`config.mk`:
```
export PLATFORM = sky130hd
export DESIGN_NAME = bus_arbiter88
export DESIGN_NICKNAME = d
export VERILOG_FILES = /design/src/rtl/bus_arbiter88.sv
export SDC_FILE = /design/constraint.sdc
export NUM_CORES = 1
export LEC_CHECK = 0
export BUFFER_PORTS_ARGS = -buffer_cell sky130_fd_sc_hd__buf_2
export CORE_ASPECT_RATIO = 1.4
export CORE_UTILIZATION = 33
export CTS_CLUSTER_DIAMETER = 50
export DETAILED_ROUTE_END_ITERATION = 6
export PLACE_DENSITY = 0.86
export SETUP_SLACK_MARGIN = 0.5
export SYNTH_ARGS = -nofsm -noshare
export SYNTH_HDL_FRONTEND = slang
export SYNTH_SLANG_ARGS = --single-unit
```
`constraint.sdc`:
```
create_clock -name clock -period 1.6 [get_ports clock]
set_clock_uncertainty 0.15 [all_clocks]
set_input_delay 0.16 -clock clock [delete_from_list [all_inputs] [get_ports clock]]
set_output_delay 0.16 -clock clock [all_outputs]
set_load 0.05 [all_outputs]
```
`src/rtl/bus_arbiter88.sv`:
```
`default_nettype none
// ============================================================================
// Module   : bus_arbiter88
// Brief    : Shared-memory arbiter between a CPU and a DMA/video requester,
//            with programmable wait states and a CPU-slot fairness counter.
// Revision : 1.0
// ============================================================================
module bus_arbiter88 #(
    parameter int MEM_WAIT  = 0,
    parameter int CPU_SLOTS = 1
) (
    input  logic        clock,
    input  logic        resetn,
    input  logic [19:0] cpu_address,
    input  logic [7:0]  cpu_data,
    input  logic        cpu_wreq,
    output logic        cpu_locked,
    input  logic        dma_req,
    input  logic [19:0] dma_address,
    input  logic [7:0]  dma_data,
    input  logic        dma_wreq,
    output logic        dma_ack,
    output logic [7:0]  dma_q,
    output logic [19:0] mem_address,
    output logic [7:0]  mem_data,
    output logic        mem_wreq,
    input  logic [7:0]  mem_bus
);

    // DMA_DONE has no bus cycle of its own; it is carried by r_dma_ack during
    // the first cycle of the following CPU access.
    typedef enum logic [2:0] {
        CPU_WAIT = 3'd0,
        CPU_STB  = 3'd1,
        DMA_WAIT = 3'd2,
        DMA_STB  = 3'd3
    } state_t;

    localparam logic [3:0] c_wait      = 4'(MEM_WAIT);
    localparam logic [4:0] c_slots     = 5'(CPU_SLOTS);
    localparam state_t     c_cpu_start = (MEM_WAIT == 0) ? CPU_STB : CPU_WAIT;
    localparam state_t     c_dma_start = (MEM_WAIT == 0) ? DMA_STB : DMA_WAIT;

    state_t      r_state;
    logic [3:0]  r_w;
    logic [3:0]  r_s;
    logic [7:0]  r_dma_q;
    logic        r_dma_ack;

    state_t      w_state_nxt;
    logic [3:0]  w_w_nxt;
    logic [3:0]  w_s_nxt;
    logic [7:0]  w_dma_q_nxt;
    logic        w_ack_nxt;
    logic        w_locked;
    logic        w_wreq;
    logic        w_dma_phase;
    logic [4:0]  w_s_inc;

    assign w_s_inc = {1'b0, r_s} + 5'd1;

    always_ff @(posedge clock) begin
        if (!resetn) begin
            r_state   <= c_cpu_start;
            r_w       <= 4'd0;
            r_s       <= 4'd0;
            r_dma_q   <= 8'd0;
            r_dma_ack <= 1'b0;
        end else begin
            r_state   <= w_state_nxt;
            r_w       <= w_w_nxt;
            r_s       <= w_s_nxt;
            r_dma_q   <= w_dma_q_nxt;
            r_dma_ack <= w_ack_nxt;
        end
    end

    always_comb begin
        w_state_nxt = r_state;
        w_w_nxt     = r_w;
        w_s_nxt     = r_s;
        w_dma_q_nxt = r_dma_q;
        w_ack_nxt   = 1'b0;
        w_locked    = 1'b0;
        w_wreq      = 1'b0;
        case (r_state)
            CPU_WAIT: begin
                w_w_nxt = r_w + 4'd1;
                if (r_w + 4'd1 == c_wait) w_state_nxt = CPU_STB;
            end
            CPU_STB: begin
                w_locked = 1'b1;
                w_wreq   = cpu_wreq;
                w_w_nxt  = 4'd0;
                w_s_nxt  = (r_s == 4'hF) ? r_s : r_s + 4'd1;
                // dma_req is only ever sampled here, at the end of a CPU strobe
                if (dma_req && (w_s_inc >= c_slots)) w_state_nxt = c_dma_start;
                else                                 w_state_nxt = c_cpu_start;
            end
            DMA_WAIT: begin
                w_w_nxt = r_w + 4'd1;
                if (r_w + 4'd1 == c_wait) w_state_nxt = DMA_STB;
            end
            DMA_STB: begin
                w_wreq      = dma_wreq;
                w_w_nxt     = 4'd0;
                w_s_nxt     = 4'd0;
                w_ack_nxt   = 1'b1;
                w_state_nxt = c_cpu_start;
                if (!dma_wreq) w_dma_q_nxt = mem_bus;
            end
            default: begin
                w_w_nxt     = 4'd0;
                w_state_nxt = c_cpu_start;
            end
        endcase
    end

    assign w_dma_phase = (r_state == DMA_WAIT) || (r_state == DMA_STB);

    assign mem_address = w_dma_phase ? dma_address : cpu_address;
    assign mem_data    = w_dma_phase ? dma_data    : cpu_data;
    // Gated by resetn directly so nothing can be written while reset is held.
    assign cpu_locked  = resetn & w_locked;
    assign mem_wreq    = resetn & w_wreq;
    assign dma_ack     = r_dma_ack;
    assign dma_q       = r_dma_q;

endmodule
`default_nettype wire

```
==> results.json, run 1 <==
{
  "status": "finished with violations",
  "violations": "hold timing, setup timing",
  "worst-slew-pin-transition_ns": 0.3471,
  "critPathKind": "reg2out",
  "static_leakage_nw": 1.092,
  "core_sq_um": 2643,
  "regToRegSetupSlack_ns": 0.19,
  "groute.usage.overall": 0.2603,
  "clock_path_buffers": 2,
  "global_route_wire_length_before_repair_mm": 5.609,
  "place_inst": 233,
  "worstReg2RegStart": "r_state[1]",
  "final_design_area_no_fill_sq_um": 2258,
  "die_width_um": 46.86,
  "placedInstanceArea_sq_um": 1682,
  "wire_per_inst_um": 17.08,
  "clock_tree.htree_level_count": 1,
  "maxSlewViolCount": 0,
  "detailedRoute.firstIterationViolations": 9,
  "die-height_um": 64.80,
  "crit_end": "mem_address[1]",
  "synth_seq_area_share": 0.3015,
  "instances_no_fill": 251,
  "final_hold_viol_count": 1,
  "cp_max_fo": 7,
  "drive_gt1_frac": 0.8326,
  "worst_setup_path_startpoint": "r_state[1]",
  "power.density_cell_area_nw_per_um2": 667.4,
  "num_vias": 1205,
  "clk_pin_slew_ns": 0.09,
  "hold_slack_ns": -0.006258,
  "min-delay-path-class": "in2reg",
  "p_total_mw": 1.507,
  "critPathCaptureType": "primary output",
  "timing.critical_path.arrival_ns": 1.36,
  "dieArea_sq_um": 3036,
  "period_utilization": 1.041,
  "number_of_instances_in_the_synthesized_netlist": 92,
  "post-route-util": 0.8546,
  "final_antenna_net_count": 0,
  "row_count": 22,
  "worst_skew_pair.late_latency_ns": 0.29,
  "setup.worst_path.start_class": "flop",
  "worstReg2RegEnd": "dma_q[1]",
  "critPathRequiredTime_ns": 1.29,
  "diode_insertion_count_for_antenna_repair": 0,
  "syn-num-nets": 163,
  "drt_drc_violations_left": 0,
  "wl_mm": 4.286,
  "port-buffer-count": 107,
  "ys_seq_elements": 14,
  "postLayoutSetupSlackWorst_ns": -0.06589,
  "flow.area_growth_from_synthesis_pct": 142.9,
  "warnings_from_yosys": 0,
  "commonest_non_fill_non_tap_cell_in_the_layout": "buf_2",
  "cts.root.buffer_cell": "clkbuf_4",
  "firstDrtPassIters": 4,
  "post_synth.cell_area_avg_sq_um": 10.10,
  "dp_hpwl_mm": 2.699,
  "finalSetupViolCount": 29,
  "clock.fmax_mhz": 600.3,
  "min_period_ns": 1.666,
  "peakVddDrop_v": 0.0005491,
  "synth_area_sq_um": 929.6,
  "yosys.cell_types.count": 18,
  "tritoncts": "done",
  "post_drt_via_cell_ratio": 4.801,
  "grt_setup_unrepaired": "yes",
  "worst_slew_margin_rel": 0.7683,
  "num-nets-final": 287,
  "cap_violations": 0,
  "initial_utilization": 0.3518,
  "worstRegToRegCells": 5,
  "gp_weighted_congestion": 0.7362,
  "cts_made_buffers": 3,
  "io_pins": 108,
  "layout.cells.most_common_list": "68 x buf_2, 33 x buf_6, 28 x mux2_4",
  "cts_num_sinks": 14,
  "antenna_violations_before_repair": 0,
  "grt_start_max_net_pins": 16,
  "globalRouteOverflowTotal": 0,
  "first_global_vias": 1232
}
-- through the flow --
step | TNS, ns | worst slack (ns) | hold WS (ns)
after floorplan | 0 | 0.3170 | 0.1197
after global placement | 0 | 0.1699 | 0.2411
after detailed placement | 0 | 0.1606 | 0.2719
after CTS | -0.7051 | -0.04685 | 0.001312
after global routing | -2.157 | -0.09166 | 0.02602
final | -1.333 | -0.06589 | -0.006258
-- kinds of logic after synthesis --
| logic type | synth area share |
|---|---|
| buf+inv | 0.04440 |
| compound gates | 0.02019 |
| fa+ha+maj | 0.02691 |
| xor+xnor | 0.009423 |
| simple gates | 0.1400 |
| mux | 0.4576 |
| flops | 0.3015 |
-- synth_stat cells --
| library cell | n | share of area |
|---|---|---|
| mux2_2 | 28 | 0.34 |
| dfxtp_1 | 14 | 0.30 |
| mux2i_1 | 11 | 0.12 |
| nor2b_1 | 11 | 0.074 |
| nor2_1 | 5 | 0.020 |
| inv_1 | 4 | 0.016 |
| buf_2 | 3 | 0.016 |
| ha_1 | 2 | 0.027 |
| nand2_1 | 2 | 0.0081 |
| nand2b_1 | 2 | 0.013 |
| nand3_1 | 2 | 0.011 |
| o21ai_0 | 2 | 0.011 |
| a41oi_1 | 1 | 0.0094 |
| and2_1 | 1 | 0.0067 |
| buf_4 | 1 | 0.0081 |
| clkbuf_1 | 1 | 0.0040 |
| or3_1 | 1 | 0.0067 |
| xnor2_1 | 1 | 0.0094 |
-- layer usage --
layer / part of all wire / vias to the layer above / GRT usage
met1: 0.31 / 555 / 0.2328
li1: - / 563 / -
met2: 0.56 / 70 / 0.5226
met3: 0.082 / 17 / 0.03621
met5: 0 / - / 0
met4: 0.048 / 0 / 0.1071
-- worst max-delay path: stages (launching register included) --
cell       delay (ns)
dfxtp_4          0.43
clkbuf_16        0.18
mux2_4           0.31
buf_6            0.15
-- final cells by class --
class                   instances  area [sq um]
inverters                       4         18.77
repair buffers                124          1007
flip-flops and latches         14         301.5
fillers                       154         384.1
clock buffers                   4         36.28
multi-input cells              69         849.6
well taps                      36         45.04
-- repair_timing --
action	4_1_cts	5_1_grt
hold buffers	5	0
gates cloned	0	1
pin swaps	3	2
gates resized for setup	106	10
endpoints found under the setup margin	52	47
hold endpoints to repair	5	0
setup buffers	7	1
-- worst min path at each step --
stage,from,to,cells after the start
finish,mem_bus[5],dma_q[5],3
global route,mem_bus[5],dma_q[5],3
CTS,mem_bus[1],dma_q[1],3
detailed placement,dma_req,r_state[1],3
global placement,dma_req,r_state[1],3
floorplan,dma_req,r_state[1],2
-- sequential cells by signal, indices dropped and copies added (netlist names) --
name     count
r_state      1
dma_ack      1
dma_q        8
r_s          4
-- where the power goes --
group	internal (mW)	leakage (nW)	total [mW]	switching (mW)
Sequential	0.366	0.120	0.389	0.0231
Clock	0.139	0.0210	0.260	0.122
Combinational	0.406	0.952	0.858	0.452
Total	0.910	1.09	1.51	0.597
(Power assumes the default switching activity.)
==> inputs of run 2 (changes only) <==
- CORE_MARGIN: default -> 8
- SETUP_SLACK_MARGIN: 0.5 -> default
==> results.json, run 2 (synthesis results as in run 1) <==
{
  "min_period_ns": 1.624,
  "timing.critical_path.slowest_stage_cell": "dfxtp_4",
  "global_route_wire_length_before_repair_mm": 6.651,
  "layout.cells.most_common_list": "77 x buf_2, 28 x buf_6, 23 x mux2_2",
  "timing.critical_path.arrival_ns": 1.31,
  "max_ffs_per_register": 8,
  "path_depth": 3,
  "grt.met2_usage": 0.3450,
  "worstRegToRegCells": 5,
  "globalRouteOverflowTotal": 0,
  "firstDrtPassIters": 2,
  "clk_pin_slew_ns": 0.06,
  "maxSlewViolCount": 0,
  "critPathCaptureType": "primary output",
  "worst-slew-pin-transition_ns": 0.2117,
  "cts_made_buffers": 3,
  "p_total_mw": 1.436,
  "cap_violations": 0,
  "io_pins": 108,
  "postLayoutSetupSlackWorst_ns": -0.02421,
  "drt_drc_violations_left": 0,
  "cp.buffers_inverters": 2,
  "dp_slack_ns": 0.1037,
  "period_utilization": 1.015,
  "clock_tree.htree_level_count": 1,
  "cts.repair_timing.setup_buffer_count": 0,
  "cts.root.buffer_cell": "clkbuf_8",
  "die-height_um": 78.80,
  "worstReg2RegStart": "r_s[0]",
  "row_count": 23,
  "cp_max_fo": 10,
  "status": "finished with violations",
  "power.density_cell_area_nw_per_um2": 781.8,
  "worstReg2RegEnd": "r_state[1]",
  "grt_start_max_net_pins": 12,
  "worst_path_largest_cell_delay_ns": 0.40,
  "num_vias": 1119,
  "flow.area_growth_from_synthesis_pct": 97.58,
  "clock.fmax_mhz": 615.7,
  "worst_skew_pair.late_latency_ns": 0.24,
  "min-delay-path-class": "in2reg",
  "hold_slack_ns": 0.02239,
  "clock_path_buffers": 2,
  "initial_utilization": 0.3365,
  "final_antenna_net_count": 0,
  "wire_per_inst_um": 18.88,
  "met3_use_gr": 0.05331,
  "detailedRoute.firstIterationViolations": 28,
  "num-nets-final": 275,
  "wl_mm": 4.532,
  "static_leakage_nw": 0.9194,
  "grt_setup_unrepaired": "yes",
  "cts_num_sinks": 14,
  "gr-max-usage-layer": "met2",
  "met1_usage": 0.1782,
  "drive_gt1_frac": 0.7291,
  "worst_path_dominant_cell_family": "flip-flops",
  "path_cells": "buf_8 > mux2_2 > buf_6",
  "post_drt_via_cell_ratio": 4.663,
  "violations": "setup timing",
  "antenna_violations_before_repair": 0,
  "commonest_non_fill_non_tap_cell_in_the_layout": "buf_2",
  "dp_hpwl_mm": 3.225,
  "gp_weighted_congestion": 0.7842,
  "min_path_cells": 3,
  "num-fill-cells": 215,
  "multi_input_area_sq_um": 631.9,
  "diode_insertion_count_for_antenna_repair": 0,
  "core_sq_um": 2763,
  "final_design_area_no_fill_sq_um": 1837,
  "peakVddDrop_v": 0.0004944,
  "finalSetupViolCount": 10,
  "die_width_um": 60.86,
  "groute.usage.overall": 0.1842,
  "critPathRequiredTime_ns": 1.29,
  "regToRegSetupSlack_ns": 0.13,
  "setup.worst_path.start_class": "flop",
  "first_global_vias": 1342,
  "worst_hold_startpoint": "mem_bus[7]",
  "post-route-util": 0.6649,
  "critPathKind": "reg2out",
  "timing.hold.worst_endpoint": "dma_q[7]",
  "placedInstanceArea_sq_um": 1523,
  "dieArea_sq_um": 4795,
  "worst_slew_margin_rel": 0.8548,
  "seq_area_sq_um": 285.3,
  "tritoncts": "done",
  "port-buffer-count": 107,
  "final_hold_viol_count": 0
}
run 2: changes by cell type in the layout (fill, tap and decap cells not counted), sizes merged:
cell,delta
clkinvlp,-1
dlygate4sd3,-4
buf,-7
inv,+1
clkbuf,-1
run 2: worst reg2reg max path: stages (launching register included):
cell and delay, ns:
dfxtp_2 0.37, inv_1 0.06, ha_1 0.20, or3_1 0.34, o21ai_0 0.09, a41oi_1 0.13
run 2: what timing repair did:
action	CTS	global route
hold endpoints to repair	1	0
gates resized for setup	63	11
hold buffers	1	0
gates cloned	1	0
setup endpoints to repair	30	31
run 2: through the flow:
step | TNS, ns | std cells
5_1_grt | -0.8079 | 240
6_report | -0.1012 | 240
2_1_floorplan | 0 | 92
4_1_cts | -0.2838 | 240
3_5_place_dp | 0 | 234
3_3_place_gp | 0 | 234
run 2: worst max-delay path by stage:
stage / from / to
5_1_grt: r_state[1] / mem_data[6]
6_report: r_state[1] / mem_data[0]
3_5_place_dp: r_s[0] / r_state[1]
2_1_floorplan: r_state[1] / mem_wreq
3_3_place_gp: r_s[0] / r_state[1]
4_1_cts: r_state[1] / mem_data[5]
run 2: report_power, final:
group          total (mW)  switching, mW  internal, mW
logic               0.714          0.408         0.306
registers           0.381         0.0158         0.365
clock network       0.341          0.124         0.218
run 2: layer usage:
metal	vias to the layer above	part of all wire	routed length, um
met4	0	0.023	102
met1	511	0.31	1418
met5	-	0	0
met2	57	0.58	2635
met3	10	0.083	376
li1	541	-	-
run 2: area by class of cell:
class                           instances  area share
Timing Repair Buffer                  112      0.4373
Multi-Input combinational cell         69      0.3440
Sequential cell                        14      0.1553
Clock buffer                            4     0.02997
Tap cell                               37     0.02520
Inverter                                4    0.008174
